==> src/rtl/io_bus_arbiter.sv <==
// Two-master round-robin arbiter for the IO controller port; one outstanding transaction.
// Optional bus locking is enabled by defining IO_ARB_LOCK_EN.
module io_bus_arbiter #(
    parameter int DWIDTH = 32,
    parameter int AWIDTH = 10
) (
    input  logic                clk,
    input  logic                rst,
    input  logic                m0_req,
    input  logic [AWIDTH-1:0]   m0_addr,
    input  logic [DWIDTH-1:0]   m0_din,
    input  logic [DWIDTH/8-1:0] m0_wbe,
    input  logic                m0_lock,
    output logic                m0_gnt,
    output logic                m0_done,
    output logic [DWIDTH-1:0]   m0_rdata,
    input  logic                m1_req,
    input  logic [AWIDTH-1:0]   m1_addr,
    input  logic [DWIDTH-1:0]   m1_din,
    input  logic [DWIDTH/8-1:0] m1_wbe,
    input  logic                m1_lock,
    output logic                m1_gnt,
    output logic                m1_done,
    output logic [DWIDTH-1:0]   m1_rdata,
    output logic                io_en,
    output logic [AWIDTH-1:0]   io_addr,
    output logic [DWIDTH-1:0]   io_din,
    output logic [DWIDTH/8-1:0] io_wbe,
    input  logic [DWIDTH-1:0]   io_dout
);
    localparam int BW = DWIDTH / 8;

    typedef enum logic [1:0] {IDLE = 2'd0, ISSUE = 2'd1, RESP = 2'd2} state_t;

    state_t            state_r, state_n_s;
    logic              ptr_r, owner_r;
    logic              arb_en_s, win_valid_s, win_s, grant_s, lock_hold_s;
    logic              io_en_r, m0_gnt_r, m1_gnt_r, m0_done_r, m1_done_r;
    logic [AWIDTH-1:0] io_addr_r;
    logic [DWIDTH-1:0] io_din_r;
    logic [BW-1:0]     io_wbe_r;

`ifdef IO_ARB_LOCK_EN
    logic lock_r, owner_lock_s, owner_req_s;

    // Owner keeps the bus while its lock flag is set and it is still requesting with lock
    always_comb begin
        owner_lock_s = owner_r ? m1_lock : m0_lock;
        owner_req_s  = owner_r ? m1_req  : m0_req;
        lock_hold_s  = lock_r & owner_req_s & owner_lock_s;
    end

    // Lock flag: loaded in ISSUE, dropped as soon as arbitration sees the owner release
    always_ff @(posedge clk or negedge rst) begin
        if (!rst) begin
            lock_r <= 1'b0;
        end else if (state_r == ISSUE) begin
            lock_r <= owner_lock_s;
        end else if (arb_en_s && !lock_hold_s) begin
            lock_r <= 1'b0;
        end else begin
            lock_r <= lock_r;
        end
    end
`else
    logic lock_unused_s;
    assign lock_unused_s = m0_lock | m1_lock;
    assign lock_hold_s   = 1'b0;
`endif

    // Winner selection: locked owner, else single requester, else the pointer's master
    always_comb begin
        arb_en_s    = (state_r == IDLE) || (state_r == RESP);
        win_valid_s = m0_req | m1_req;
        if (lock_hold_s) begin
            win_s = owner_r;
        end else if (m0_req && m1_req) begin
            win_s = ptr_r;
        end else if (m1_req) begin
            win_s = 1'b1;
        end else begin
            win_s = 1'b0;
        end
        grant_s = arb_en_s & win_valid_s;
    end

    // Next-state logic
    always_comb begin
        state_n_s = state_r;
        case (state_r)
            IDLE:    state_n_s = win_valid_s ? ISSUE : IDLE;
            ISSUE:   state_n_s = RESP;
            RESP:    state_n_s = win_valid_s ? ISSUE : IDLE;
            default: state_n_s = IDLE;
        endcase
    end

    // State, pointer and owner registers; locked grants leave the pointer alone
    always_ff @(posedge clk or negedge rst) begin
        if (!rst) begin
            state_r <= IDLE;
            ptr_r   <= 1'b0;
            owner_r <= 1'b0;
        end else begin
            state_r <= state_n_s;
            if (grant_s) begin
                owner_r <= win_s;
                if (lock_hold_s) begin
                    ptr_r <= ptr_r;
                end else begin
                    ptr_r <= ~win_s;
                end
            end else begin
                owner_r <= owner_r;
                ptr_r   <= ptr_r;
            end
        end
    end

    // IO capture registers double as the bus outputs: loaded on grant, zero otherwise
    always_ff @(posedge clk or negedge rst) begin
        if (!rst) begin
            io_en_r   <= 1'b0;
            io_addr_r <= {AWIDTH{1'b0}};
            io_din_r  <= {DWIDTH{1'b0}};
            io_wbe_r  <= {BW{1'b0}};
            m0_gnt_r  <= 1'b0;
            m1_gnt_r  <= 1'b0;
            m0_done_r <= 1'b0;
            m1_done_r <= 1'b0;
        end else begin
            io_en_r   <= grant_s;
            io_addr_r <= grant_s ? (win_s ? m1_addr : m0_addr) : {AWIDTH{1'b0}};
            io_din_r  <= grant_s ? (win_s ? m1_din  : m0_din)  : {DWIDTH{1'b0}};
            io_wbe_r  <= grant_s ? (win_s ? m1_wbe  : m0_wbe)  : {BW{1'b0}};
            m0_gnt_r  <= grant_s & ~win_s;
            m1_gnt_r  <= grant_s &  win_s;
            m0_done_r <= (state_r == ISSUE) & ~owner_r;
            m1_done_r <= (state_r == ISSUE) &  owner_r;
        end
    end

    assign io_en    = io_en_r;
    assign io_addr  = io_addr_r;
    assign io_din   = io_din_r;
    assign io_wbe   = io_wbe_r;
    assign m0_gnt   = m0_gnt_r;
    assign m1_gnt   = m1_gnt_r;
    assign m0_done  = m0_done_r;
    assign m1_done  = m1_done_r;
    // Read data passes through in the RESP cycle, since io_dout arrives one cycle after io_en
    assign m0_rdata = m0_done_r ? io_dout : {DWIDTH{1'b0}};
    assign m1_rdata = m1_done_r ? io_dout : {DWIDTH{1'b0}};
endmodule

==> config.mk <==
export PLATFORM = sky130hd
export DESIGN_NAME = io_bus_arbiter
export DESIGN_NICKNAME = d
export VERILOG_FILES = /design/src/rtl/io_bus_arbiter.sv
export SDC_FILE = /design/constraint.sdc
export NUM_CORES = 1
export LEC_CHECK = 0
export ABC_AREA = 0
export ABC_CLOCK_PERIOD_IN_PS = 1350
export CAP_MARGIN = 30
export CELL_PAD_IN_SITES_DETAIL_PLACEMENT = 1
export CELL_PAD_IN_SITES_GLOBAL_PLACEMENT = 1
export CORE_MARGIN = 4
export CORE_UTILIZATION = 30
export CTS_CLUSTER_DIAMETER = 80
export CTS_CLUSTER_SIZE = 25
export DETAILED_ROUTE_END_ITERATION = 8
export DONT_BUFFER_PORTS = 1
export PLACE_DENSITY = 0.54
export SYNTH_ARGS = -nofsm -noshare
export SYNTH_HDL_FRONTEND = slang
export SYNTH_SLANG_ARGS = --single-unit
==> constraint.sdc <==
create_clock -name clk -period 1.35 [get_ports clk]
set_input_delay 0.135 -clock clk [delete_from_list [all_inputs] [get_ports clk]]
set_output_delay 0.135 -clock clk [all_outputs]
set_load 0.02 [all_outputs]
# ---- After elaboration in Yosys (flattened, before gate mapping)
# Index checks and enable logic that the tools add are counted.
# Widths: inputs -> output; s select.
dict set report totals {
  regBits 55
  input_bits 130
  wordCells 37
  out_inout_bits 115
}
dict set report op_classes {
  bitwise 8
  reduce_logical 4
  n_eq_ne 2
  muxes 12
}
# operator count
set ops {}
lappend ops {{$mux 32} 4}
lappend ops {{$mux 10} 2}
lappend ops {{$mux 4} 2}
lappend ops {{$and 1x1->1} 5}
lappend ops {{$pmux 2 s2} 1}
lappend ops {{$mux 1} 3}
lappend ops {{$eq 2x1->1 const B} 1}
lappend ops {{$eq 2x2->1 const B} 1}
lappend ops {{$logic_not 2->1} 1}
lappend ops {{$not 1->1} 2}
lappend ops {{$reduce_or 2->1} 1}
lappend ops {{$logic_and 1x1->1} 1}
lappend ops {{$logic_or 1x1->1} 1}
lappend ops {{$or 1x1->1} 1}

# ---- Longest topological paths before layout
dict set report depth {
  depth_word 4
  depth_mapped 4
  depth_no_buf 2
}

# ---- Worst setup path before layout
# OpenSTA, ideal clock, no wires.
dict set report synth_timing {
  path_kind {register -> register}
  start {register state_r[0]}
  end {register io_din_r[14] (netlist: io_din[14])}
  slack_ns 0.128
  period_less_slack_ns 1.222
  required_time_ns 1.217
  stages_incl_launch_ff 5
  setup_time_ns 0.133
  path_buffers 2
  t_arrival_ns 1.089
  path_cell_list {dfrtp_1 > buf_4 > clkbuf_1 > nand2b_1 > o32ai_2}
}
dict set report synth_via {
  elab_chain_len 4
  elab_cells_between_ends 5
  cone_classes {eq/ne: 1; mux: 1; bitwise: 1; reduce/logical: 2}
}
# item line_no
set synth_rtl {}
lappend synth_rtl {{start, declared} 35} ;# state_t state_r, state_n_s;
lappend synth_rtl {{start signal, assigned} 105} ;# state_r <= state_n_s;
lappend synth_rtl {{$eq 2x2->1 or $logic_not 2->1 (tied branches)} 73} ;# arb_en_s = (state_r == IDLE) || (state_r == RESP);
lappend synth_rtl {{$logic_or 1x1->1 *} 73}
lappend synth_rtl {{$and 1x1->1 *} 84} ;# grant_s = arb_en_s & win_valid_s;
lappend synth_rtl {{$mux 32 *} 134} ;# io_din_r <= grant_s ? (win_s ? m1_din : m0_din) : {DWIDTH{1'b0}};
lappend synth_rtl {{end signal, assigned} 125} ;# io_din_r <= {DWIDTH{1'b0}};
lappend synth_rtl {{end signal, assigned} 134}
lappend synth_rtl {{end, declared} 40} ;# logic [DWIDTH-1:0] io_din_r;
# Every way passes the cells marked *; elsewhere a longest branch is shown, timed or not.
# A chain may end at the register's enable or synchronous reset.

# ---- Worst setup path after layout
dict set report layout_timing {
  start {register m1_done_r (netlist: m1_done)}
  end {output m1_rdata[2]}
}
dict set report layout_via {
  elab_chain_len 1
}
# item line_no
set layout_rtl {}
lappend layout_rtl {{start, declared} 38} ;# logic io_en_r, m0_gnt_r, m1_gnt_r, m0_done_r, m1_done_r;
lappend layout_rtl {{start signal, assigned} 139} ;# m1_done_r <= (state_r == ISSUE) & owner_r;
lappend layout_rtl {{$mux 32} 153} ;# assign m1_rdata = m1_done_r ? io_dout : {DWIDTH{1'b0}};
lappend layout_rtl {{end, declared} 24} ;# output logic [DWIDTH-1:0] m1_rdata,
# Every way passes these cells.

==> impl_metrics.py <==
metrics = {
    "timing": {
        "relSlewSlack_pct": 77.2,
        "max_freq_mhz": 780,
        "fin_setup_tns_ns": 0,
        "setup_violations": 0,
        "setup_slack_ns": 0.0680,
        "finalCritPeriodShare_pct": 95.0,
        "fin_skew_ns": 0.00930,
        "period_minus_slack_ns": 1.28,
        "final_max_slew_viol_count": 0,
        "worstMarginPinSlew_ns": 0.342,
        "holdWs_ns": -0.502,
        "hold_viol_final": 54,
    },
    "logic_synthesis": {
        "seq_area_frac_synth_pct": 42.1,
        "avgSynthCellArea_um2": 10.7,
        "synth.yosys.warnings": 0,
        "syn-instance-count": 301,
        "synth_cell_types": 18,
        "synthesis.nets": 431,
        "synth_seq_cells": 54,
        "syn-cell-area_um2": 3210,
    },
    "setup_path": {
        "critical_path_depth": 2,
        "crit_path_end_kind": "output port",
        "path_cells": "buf_6, and2_1",
        "path_class": "flop to output port",
        "cp_top_family": "flip-flops",
        "crit_path_start_kind": "flop",
        "path_buf_inv": 1,
        "reg2regPathDepth": 3,
        "cp_max_fo": 33,
        "critPathMaxStageDelay_ns": 0.35,
        "slowest_stage": "dfrtp_1",
        "cp.arrival_ns": 1.15,
        "critPathRequiredTime_ns": 1.22,
    },
    "clocking": {
        "root_buffer": "clkbuf_8",
        "clk_transition_reported_paths_ns": 0.11,
        "cts_made_buffers": 5,
        "clkSinkCount": 54,
        "clock_path_buffers": 2,
        "h-tree-depth": 2,
        "holdBufCountCts": 95,
        "worstSkewPairLatency_ns": 0.32,
        "tritoncts": "done",
    },
    "floorplanning": {
        "ioPinCount": 245,
        "die-area_um2": 12400,
        "fp-row-count": 37,
        "initial_utilization_pct": 31.0,
        "die_h_um": 111,
        "dieWidth_um": 111,
        "core_um2": 10400,
    },
    "place": {
        "place_congestion": 0.807,
        "placed_area_um2": 3400,
        "place_ws_ns": 0.0621,
        "hpwl_um": 7300,
        "dp_cells": 420,
        "port-buffer-count": 0,
    },
    "finish": {
        "diodes": 0,
        "layout-drive-gt1-share_pct": 28.3,
        "instances_no_fill": 525,
        "final_nets": 518,
        "post-route-util_pct": 43.8,
        "fin_area_um2": 4550,
        "syn_to_final_growth_pct": 41.5,
    },
    "detailed_routing": {
        "drtAntennaViolNets": 0,
        "avgViaCountPerCell": 5.02,
        "drcViolationCount": 0,
        "wl_per_cell_um": 21.0,
        "totalWireLength_um": 11000,
        "vias": 2638,
        "initialDrtViolationCount": 92,
        "first_pass_iters": 4,
    },
    "status": {
        "status": "complete, but fails checks",
        "failed_checks": "hold timing",
    },
    "global_route": {
        "grt_max_degree": 55,
        "gr-total-overflow": 0,
        "track_usage_pct": 17.4,
        "grt_pass1_wl_um": 17200,
        "antenna_found_initial": 0,
        "grt_pass1_vias": 2996,
    },
    "run": {
        "drv_cap": 0,
    },
    "power": {
        "max-vdd-ir-drop_v": 0.000467,
        "p_leak_nw": 1.87,
        "cellPowerDensity_nw_per_um2": 1040,
        "finalPower_mw": 4.75,
    },
    "worst_hold_path": {
        "hp-class": "primary input to asynchronous set/reset pin",
    },
}
## report_power, final
| group | internal [mW] | leakage (nW) | switching, mW | total (mW) |
|---|---|---|---|---|
| registers | 1.80 | 0.702 | 0.318 | 2.12 |
| logic | 0.714 | 1.11 | 0.783 | 1.50 |
| clock network | 0.555 | 0.0514 | 0.574 | 1.13 |
| total | 3.07 | 1.87 | 1.67 | 4.75 |
## logic make-up (layout without fill, tap and decap cells)
group	after synthesis	in the layout	synth area share (%)
mux	1	1	0.350
simple gates	166	166	32.1
flops	54	54	42.1
buf+inv	32	120	5.41
compound gates	48	48	20.1
## timing repair
item | 4_1_cts | 5_1_grt
hold endpoints to repair | 102 | 54
setup endpoints to repair | 64 | 51
gates resized for setup | 36 | 19
buffers inserted | 0 | 2
## registers in the layout (all words and copies together) (netlist names)
| signal | flops |
|---|---|
| io_addr | 10 |
| io_din | 32 |
| io_wbe | 4 |
| m0_done | 1 |
| m0_gnt | 1 |
| m1_done | 1 |
| m1_gnt | 1 |
| owner_r | 1 |
| ptr_r | 1 |
| state_r | 2 |
## final cells by class
cell class,instances,area [um^2]
fill,1102,5820
multi-input combinational,215,1760
sequential,54,1350
timing repair buffer,110,1150
tap,136,170
clock buffer,6,72.6
clock inverter,2,37.5
inverter,2,7.51
## placed cells by master (no fill, tap or decap)
cell / instances
inv_1: 1
buf_12: 6
dlygate4sd3_1: 95
clkinvlp_4: 1
buf_6: 2
clkbuf_8: 5
o22ai_1: 1
dfrtp_1: 53
inv_2: 1
nor2_1: 4
a21bo_2: 1
nor2b_4: 1
mux2_2: 1
buf_4: 7
o32ai_1: 16
o32ai_2: 30
and2_1: 13
bufinv_16: 1
and2_2: 53
nor2b_1: 1
clkbuf_1: 1
and2b_1: 1
dfrtp_2: 1
nand2b_1: 93
## routing by layer
metal	track usage [%]	wire length, um	vias up
li1	-	-	1189
met1	18.1	3860	1284
met2	32.6	5910	149
met3	6.20	997	16
met4	5.19	225	0
met5	0	0	-
## worst reg2reg max path: cells and delay by family (launching register included)
family	cells	cell delay [ns]
flip-flops	1	0.50
AO/OA/AOI/OAI	1	0.27
buffers and inverters	1	0.18
AND/OR/NAND/NOR	1	0.16
## path summary, 6_finish.rpt
kind	start	end	slack, ns
min in group clk	m0_req	owner_r	0.08
max in group asynchronous	rst	io_din[12]	1.76
hold / removal	rst	state_r[0]	-0.50
hold reg to reg	owner_r	m1_done	0.50
setup / recovery	m1_done	m1_rdata[2]	0.07
setup reg to reg	state_r[0]	io_din[4]	0.13
## cell usage after synthesis (all sizes together)
| library cell | n | area (um^2) |
|---|---|---|
| nor2 | 4 | 15.0 |
| o22ai | 1 | 6.26 |
| and2b | 1 | 7.51 |
| and2 | 66 | 413 |
| inv | 2 | 7.50 |
| nand2b | 93 | 582 |
| clkbuf | 13 | 48.8 |
| mux2 | 1 | 11.3 |
| a21bo | 1 | 10.0 |
| nor2b | 2 | 15.0 |
| o32ai | 46 | 628 |
| dfrtp | 54 | 1350 |
| buf | 17 | 118 |
Note: power is estimated with default switching activity, not from simulation.
